File: src/rtl/cam_access_ctrl.sv
`default_nettype none
//==============================================================================
// Module  : cam_access_ctrl
// Brief   : Two-client round-robin sequencer/arbiter for the credential-store
//           CAM with slot-occupancy tracking. Optional Busy watchdog is
//           enabled by defining CAM_TIMEOUT_EN.
// Revision: 1.0 - initial release
//==============================================================================
module cam_access_ctrl #(
  parameter int DATA_WIDTH     = 4,
  parameter int ADDR_WIDTH     = 2,
  parameter int TIMEOUT_CYCLES = 16
) (
  input  logic                    Clk,
  input  logic                    Rest,
  input  logic [1:0]              req_valid,
  input  logic [1:0]              req_op,
  input  logic [2*DATA_WIDTH-1:0] req_data,
  output logic [1:0]              req_ready,
  output logic [1:0]              rsp_valid,
  output logic                    rsp_hit,
  output logic [ADDR_WIDTH-1:0]   rsp_addr,
  output logic                    rsp_full,
  output logic                    rsp_err,
  output logic                    cam_wr_en,
  output logic [ADDR_WIDTH-1:0]   cam_wr_addr,
  output logic [DATA_WIDTH-1:0]   cam_data_in,
  output logic [DATA_WIDTH-1:0]   cam_cmp_din,
  input  logic                    cam_busy,
  input  logic                    cam_match,
  input  logic [ADDR_WIDTH-1:0]   cam_match_addr
);

  localparam int DEPTH = 1 << ADDR_WIDTH;

  typedef enum logic [1:0] {
    S_IDLE  = 2'd0,
    S_ISSUE = 2'd1,
    S_WAIT  = 2'd2,
    S_RESP  = 2'd3
  } state_t;

  state_t                state_q;
  logic                  rr_q;
  logic                  gnt_q;
  logic                  op_q;
  logic [DATA_WIDTH-1:0] key_q;
  logic [DATA_WIDTH-1:0] cmp_din_q;
  logic [ADDR_WIDTH-1:0] slot_q;
  logic [DEPTH-1:0]      occ_q;
  logic [1:0]            rsp_valid_q;
  logic                  rsp_hit_q;
  logic [ADDR_WIDTH-1:0] rsp_addr_q;
  logic                  rsp_full_q;
  logic                  rsp_err_q;

  logic                  gnt_sel;
  logic                  op_sel;
  logic [DATA_WIDTH-1:0] key_sel;
  logic                  hs;
  logic [1:0]            gnt_oh;
  logic [ADDR_WIDTH-1:0] free_idx;
  logic                  occ_full;
  logic                  wr_fire;
  logic                  match_ok;
  logic                  tmo_hit;

  // A lone requester wins outright; contention is settled by rr_q.
  always_comb begin
    gnt_sel = rr_q;
    if (req_valid == 2'b01) begin
      gnt_sel = 1'b0;
    end else if (req_valid == 2'b10) begin
      gnt_sel = 1'b1;
    end
  end

  assign key_sel   = gnt_sel ? req_data[2*DATA_WIDTH-1:DATA_WIDTH] : req_data[DATA_WIDTH-1:0];
  assign op_sel    = req_op[gnt_sel];
  assign hs        = Rest && (state_q == S_IDLE) && (|req_valid);
  assign req_ready = hs ? (gnt_sel ? 2'b10 : 2'b01) : 2'b00;
  assign gnt_oh    = gnt_q ? 2'b10 : 2'b01;

  always_comb begin
    free_idx = '0;
    for (int i = DEPTH - 1; i >= 0; i--) begin
      if (!occ_q[i]) begin
        free_idx = ADDR_WIDTH'(i);
      end
    end
  end

  assign occ_full = &occ_q;
  assign wr_fire  = (state_q == S_ISSUE) && !cam_busy && op_q && !occ_full;
  // Stale CAM contents (including never-written zero entries) are masked here.
  assign match_ok = cam_match && occ_q[cam_match_addr];

  assign cam_wr_en   = wr_fire;
  assign cam_wr_addr = wr_fire ? free_idx : '0;
  assign cam_data_in = wr_fire ? key_q : '0;
  assign cam_cmp_din = cmp_din_q;

  assign rsp_valid = rsp_valid_q;
  assign rsp_hit   = rsp_hit_q;
  assign rsp_addr  = rsp_addr_q;
  assign rsp_full  = rsp_full_q;
  assign rsp_err   = rsp_err_q;

`ifdef CAM_TIMEOUT_EN
  localparam int TMO_W = (TIMEOUT_CYCLES < 2) ? 1 : $clog2(TIMEOUT_CYCLES);

  logic [TMO_W-1:0] tmo_q;

  assign tmo_hit = cam_busy && (tmo_q == TMO_W'(TIMEOUT_CYCLES - 1));

  // Counts consecutive Busy cycles; any non-busy cycle or state change restarts it.
  always_ff @(posedge Clk or negedge Rest) begin
    if (!Rest) begin
      tmo_q <= '0;
    end else if ((state_q == S_ISSUE || state_q == S_WAIT) && cam_busy && !tmo_hit) begin
      tmo_q <= tmo_q + 1'b1;
    end else begin
      tmo_q <= '0;
    end
  end
`else
  logic unused_tmo_cfg;

  assign tmo_hit        = 1'b0;
  assign unused_tmo_cfg = (TIMEOUT_CYCLES == 0);
`endif

  always_ff @(posedge Clk or negedge Rest) begin
    if (!Rest) begin
      state_q     <= S_IDLE;
      rr_q        <= 1'b0;
      gnt_q       <= 1'b0;
      op_q        <= 1'b0;
      key_q       <= '0;
      cmp_din_q   <= '0;
      slot_q      <= '0;
      occ_q       <= '0;
      rsp_valid_q <= 2'b00;
      rsp_hit_q   <= 1'b0;
      rsp_addr_q  <= '0;
      rsp_full_q  <= 1'b0;
      rsp_err_q   <= 1'b0;
    end else begin
      case (state_q)
        S_IDLE: begin
          if (hs) begin
            op_q    <= op_sel;
            key_q   <= key_sel;
            gnt_q   <= gnt_sel;
            rr_q    <= ~gnt_sel;
            state_q <= S_ISSUE;
            // Compare key is loaded early so it is stable for the whole ISSUE cycle.
            if (!op_sel) begin
              cmp_din_q <= key_sel;
            end
          end
        end

        S_ISSUE: begin
          if (tmo_hit) begin
            rsp_valid_q <= gnt_oh;
            rsp_err_q   <= 1'b1;
            state_q     <= S_RESP;
          end else if (!cam_busy) begin
            if (op_q && occ_full) begin
              rsp_valid_q <= gnt_oh;
              rsp_full_q  <= 1'b1;
              state_q     <= S_RESP;
            end else begin
              if (op_q) begin
                occ_q[free_idx] <= 1'b1;
                slot_q          <= free_idx;
              end
              state_q <= S_WAIT;
            end
          end
        end

        S_WAIT: begin
          if (tmo_hit) begin
            rsp_valid_q <= gnt_oh;
            rsp_err_q   <= 1'b1;
            state_q     <= S_RESP;
          end else if (!cam_busy) begin
            rsp_valid_q <= gnt_oh;
            state_q     <= S_RESP;
            if (op_q) begin
              rsp_hit_q  <= 1'b1;
              rsp_addr_q <= slot_q;
            end else if (match_ok) begin
              rsp_hit_q  <= 1'b1;
              rsp_addr_q <= cam_match_addr;
            end else begin
              rsp_hit_q  <= 1'b0;
              rsp_addr_q <= '0;
            end
          end
        end

        S_RESP: begin
          rsp_valid_q <= 2'b00;
          rsp_hit_q   <= 1'b0;
          rsp_addr_q  <= '0;
          rsp_full_q  <= 1'b0;
          rsp_err_q   <= 1'b0;
          state_q     <= S_IDLE;
        end

        default: begin
          state_q <= S_IDLE;
        end
      endcase
    end
  end

endmodule
`default_nettype wire

File: config.mk
export PLATFORM = sky130hd
export DESIGN_NAME = cam_access_ctrl
export DESIGN_NICKNAME = d
export VERILOG_FILES = /design/src/rtl/cam_access_ctrl.sv
export SDC_FILE = /design/constraint.sdc
export NUM_CORES = 1
export LEC_CHECK = 0
export ABC_AREA = 1
export CORE_MARGIN = 4
export CORE_UTILIZATION = 49
export CTS_BUF_LIST = sky130_fd_sc_hd__clkbuf_8
export DETAILED_ROUTE_END_ITERATION = 16
export GPL_TIMING_DRIVEN = 0
export MAX_ROUTING_LAYER = met4
export PLACE_DENSITY = 0.84
export SLEW_MARGIN = 40
export SYNTH_ARGS = -nofsm -noshare
export SYNTH_HDL_FRONTEND = slang
export SYNTH_SLANG_ARGS = --single-unit
File: constraint.sdc
create_clock -name Clk -period 2.2 [get_ports Clk]
set_clock_uncertainty 0.2 [all_clocks]
set_input_delay 0.44 -clock Clk [delete_from_list [all_inputs] [get_ports Clk]]
set_output_delay 0.44 -clock Clk [all_outputs]
set_load 0.02 [all_outputs]
---- Word-level counts from Yosys, hierarchy flattened ----
Cells that the tools add are included.
storage, ports and cells
  bits in registers ....................... 25
  input bits .............................. 18
  output and inout port bits .............. 20
operators by class
  $lt $le $gt $ge ......................... 4
  equal/unequal tests ..................... 9
  muxes and demuxes ....................... 38
  bitwise operators ....................... 5
  reduce and logical (&&, ||, !) cells .... 23
operators with widths
  kind                                                                                 count
  2-bit 2-to-1 mux                                                                     17
  1-bit 2-to-1 mux                                                                     12
  4-bit AND reduction                                                                  3
  3-bit AND reduction                                                                  3
  1-bit logical AND                                                                    8
  4-bit 2-to-1 mux                                                                     2
  2-bit case mux with 4 select lines                                                   1
  2-bit equality test, second input constant                                           3
  2-bit by 3-bit less-than comparator with 1-bit output, second input constant         2
  2-bit != test, second input constant                                                 3
  2-bit case mux with 3 select lines                                                   1
  2-bit by 1-bit equality test with 1-bit output, second input constant                2
  1-bit inverter                                                                       4
  4-bit bitwise OR                                                                     1
  1-bit case mux with 2 select lines                                                   2
  2-bit case mux with 2 select lines                                                   1
  2-bit AND reduction                                                                  2
  2-bit nonzero test                                                                   2
  3-bit nonzero test                                                                   1
  1-bit binary-select mux with 2-bit select                                            1
  1-bit demux with 2-bit select                                                        1
  2-bit by 1-bit greater-or-equal comparator with 1-bit output, second input constant  1
  1-bit logical NOT                                                                    2
  2-bit logical NOT                                                                    1
  3 further kinds                                                                      3

---- Longest topological paths before layout ----
  depth after elaboration ................. 9
  gate-level depth with buffers ........... 8
  depth with buffers taken out ............ 8

---- Worst setup path after synthesis ----
Ideal clock, no wire load.
  path kind ............................... flip-flop to output port
  start ................................... reg state_q[1]
  end ..................................... out cam_data_in[0]
  data arrival time ....................... 1.550 ns
  data required time ...................... 1.560 ns
  slack ................................... 0.010 ns
  cell stages (with the launch flop) ...... 7
  buffers on the path ..................... 0
  cells stage by stage .................... dfrtp_1 -> inv_1 -> ha_1 -> nand2_2 -> nor3_4 -> inv_2 -> nor2_1
on the way
  cells in the longest elaborated chain, start to end .. 5
ends and longest elaborated chain
  item                                            line  source
  start, declared                                 43    state_t state_q;
  start signal, assigned                          135   state_q <= S_IDLE;
  start signal, assigned                          156   state_q <= S_ISSUE;
  start signal, assigned                          168   state_q <= S_RESP;
  2-bit by 1-bit equality test with 1-bit output  94    assign wr_fire = (state_q == S_ISSUE) && !cam_busy && op_q && !occ_full;
  1-bit logical AND (3 in a row)                  94
  net cam_wr_en                                   25    output logic cam_wr_en,
  4-bit 2-to-1 mux                                100   assign cam_data_in = wr_fire ? key_q : '0;
  end, declared                                   27    output logic [DATA_WIDTH-1:0] cam_data_in,
The timed path passes the listed nets, and every way through them passes these cells.

---- Final worst setup path ----
  start ................................... reg state_q[1]
  end ..................................... out cam_data_in[1]
on the way
  cells in the longest elaborated chain, start to end .. 5
ends and longest elaborated chain
  item                                            line
  2-bit by 1-bit equality test with 1-bit output  94
  1-bit logical AND (3 in a row)                  94
  4-bit 2-to-1 mux                                100
No other way between the ends.

==> qor.txt <==
ranking of synthesized cells by area -> dfrtp_1 47%, nand2_1 15%, inv_1 8.4%
Port Buffers -> 36
GRT Residual Overflow -> 0
fin crit period -> 2240 ps
Power Total -> 2.12 mW
first-pass GRT wire length -> 6.05 mm
MaxCap Viol Count -> 0
Crit path arrival time -> 1600 ps
Die ar. -> 0.00363 mm2
post-route cell area -> 0.00201 mm2
Worst setup EP type -> output pin
Power Dens Cells -> 1060 mW/mm2
1st-pass router iterations -> 4
final setup margin -> -39.2 ps
R2R cell count -> 10
Num CTS Buffers -> 3
Ant. Diodes -> 0
CP endpoint -> cam_data_in[1]
I/O pin cnt -> 38
mapped cell area -> 0.00134 mm2
RSZ-0062 raised after global routing -> true
area leader, netlist -> dfrtp_1
R2R setup slack -> 220 ps
Setup violations, final -> 4
insertion delay to the later sink of the worst-skew pair -> 270 ps
failing checks -> negative setup slack
Synth warnings -> 0
dpl cell area -> 0.00173 mm2
crit share post-route -> 102%
Die W -> 60.2 um
RePlAce Congestion -> 0.869
Leak -> 1.04 nW
# fillers -> 166
CP startpoint kind -> flip-flop
initial antenna violation count -> 0
Syn Inst Count -> 175
worst r2r dst -> state_q[0]$_DFFE_PN0P_
reg-to-reg startpoint -> state_q[1]$_DFFE_PN0P_
FP Rows -> 18
syn_area_per_cell -> 7.64 um2
Core Area -> 0.00254 mm2
Slew Viols, Final -> 0
layout cells sized above 1 -> 24.2%
residual DRC count -> 0
Routed wire per std cell -> 14.3 um
Hold Path Class -> reg -> reg
commonest non-fill, non-tap cells in the layout -> 48 x nand2_1, 27 x inv_1, 25 x dfrtp_1, 25 x clkdlybuf4s50_1
vias -> 1319
H-tree levels -> 1
clock root buffer -> clkbuf_8
Top Usage Layer GRT -> met2
Die Span Y -> 60.2 um
critical path class -> reg -> out
Starting DRT DRC Count -> 54
Longest Clk Path Bufs -> 2
drt total wl -> 3.74 mm
met1 capacity usage during global routing -> 26.8%
CTS tree -> yes
vias per inst -> 5.05
Yosys cell types -> 23
Crit. Startpoint -> state_q[1]$_DFFE_PN0P_
starting density of the core -> 52.6%
maximum VDD drop -> 882 uV
Final Net Count -> 255
gr usage total -> 22.9%
max frequency -> 447 MHz
clock slew at reported path FFs -> 90 ps
syn nets -> 198
Worst EP required -> 1560 ps
Yosys top cell area share -> 46.8%
hpwl dp -> 2.41 mm
Antenna Nets Post-Route -> 0
CTS Sinks -> 25
Hold Vio Cnt, Final -> 0
Synth Register Bits -> 25
Area Growth Syn to Fin -> 50.0%
crit path max fanout -> 5
largest net degree at the start of global routing -> 26
status -> finished, violations left
met2 usage -> 40.3%
vias in the first global route -> 1374
Seq/Total Area, Yosys -> 46.8%
met3 usage -> 3.89%
most common cell after layout, fill and taps aside -> nand2_1
how the worst min path moves through the flow:
stage / start / end / slack [ps] / cells past startpoint
2_1_floorplan: Rest / cam_cmp_din[0]$_DFFE_PN0P_ / -60 / 0
3_3_place_gp: rsp_valid[1]$_DFFE_PN0P_ / rsp_valid[1]$_DFFE_PN0P_ / 270 / 2
6_report: key_q[3]$_DFFE_PN0P_ / key_q[3]$_DFFE_PN0P_ / 290 / 2
3_5_place_dp: Rest / occ_q[2]$_DFFE_PN0P_ / 270 / 1
5_1_grt: rsp_addr[1]$_DFFE_PN0P_ / rsp_addr[1]$_DFFE_PN0P_ / 300 / 2
4_1_cts: rsp_addr[0]$_DFFE_PN0P_ / rsp_addr[0]$_DFFE_PN0P_ / 290 / 2
layer usage:
metal,share of wire [%],up-vias
li1,-,646
met3,6.5,7
met5,0,-
met2,49,61
met4,1.2,0
met1,43,605
sequential cells by signal (all words and copies together) (netlist names), 2 cells and up:
| register | flops |
|---|---|
| cam_cmp_din | 4 |
| key_q | 4 |
| occ_q | 4 |
| rsp_addr | 2 |
| rsp_valid | 2 |
| slot_q | 2 |
| state_q | 2 |
repair_timing:
action / in CTS / in global routing
hold buffers: 2 / 0
endpoints found under the setup margin: 9 / 8
gates resized for setup: 74 / 7
hold endpoints to repair: 25 / 0
gates cloned: 0 / 0
pin swaps: 4 / 3
buffers inserted: 11 / 3
synthesized netlist by cell type:
library cell,n
o21ai_0,17
nand2_1,52
nor2_1,13
nor3_4,1
nor3_1,1
nand3_1,7
a21oi_1,6
dfrtp_1,25
buf_4,1
conb_1,1
nand3_2,1
o21ai_1,1
nor2_4,1
a211oi_1,2
or2_0,1
nor2_2,1
nor2b_1,1
ha_1,5
inv_1,30
o22ai_1,1
o21ai_2,1
nand2_2,5
inv_2,1
kinds of logic after synthesis:
logic type               count (synthesis)  synth area share, %
flip-flops                              25                 46.8
adder cells (fa/ha/maj)                  5                 4.68
buffers and inverters                   32                 9.26
AO/OA/AOI/OAI                           28                 11.2
AND/OR/NAND/NOR                         84                 27.8
other                                    1                0.280
stage by stage:
stage	util [%]	setup slack, ps	instances	hold WS (ps)	TNS [ps]
2_1_floorplan	-	9.93	175	-55.6	0
3_3_place_gp	68.2	-1550	241	266	-14600
3_5_place_dp	68.0	-720	241	269	-5280
4_1_cts	77.2	-6.12	258	291	-6.63
5_1_grt	78.8	-119	261	303	-628
6_report	78.8	-39.2	261	289	-81.9
final cells by class:
cell class                 count  area (um2)  area share, %
buffer                         1        7.51          0.374
clock buffer                   3        41.3           2.06
sequential                    25         626           31.2
inverter                      31         126           6.30
multi-input combinational    118         671           33.4
timing repair buffer          52         493           24.6
tap                           30        37.5           1.87
clock inverter                 1        3.75          0.187
report_power, final:
part	switching, mW	internal, mW	total [mW]	leakage [nW]
Clock	0.152	0.125	0.277	0.0269
Sequential	0.107	0.622	0.729	0.293
Combinational	0.632	0.481	1.11	0.720
Total	0.890	1.23	2.12	1.04
worst max-delay path, cell delays in order, from the launching register on:
cell,delay [ps]
dfrtp_1,400
inv_2,100
ha_4,160
nand2_4,60
nor3_4,180
buf_6,150
inv_8,50
nor2_4,110
buf_6,120
No activity file was read; power rests on OpenSTA's default activity.
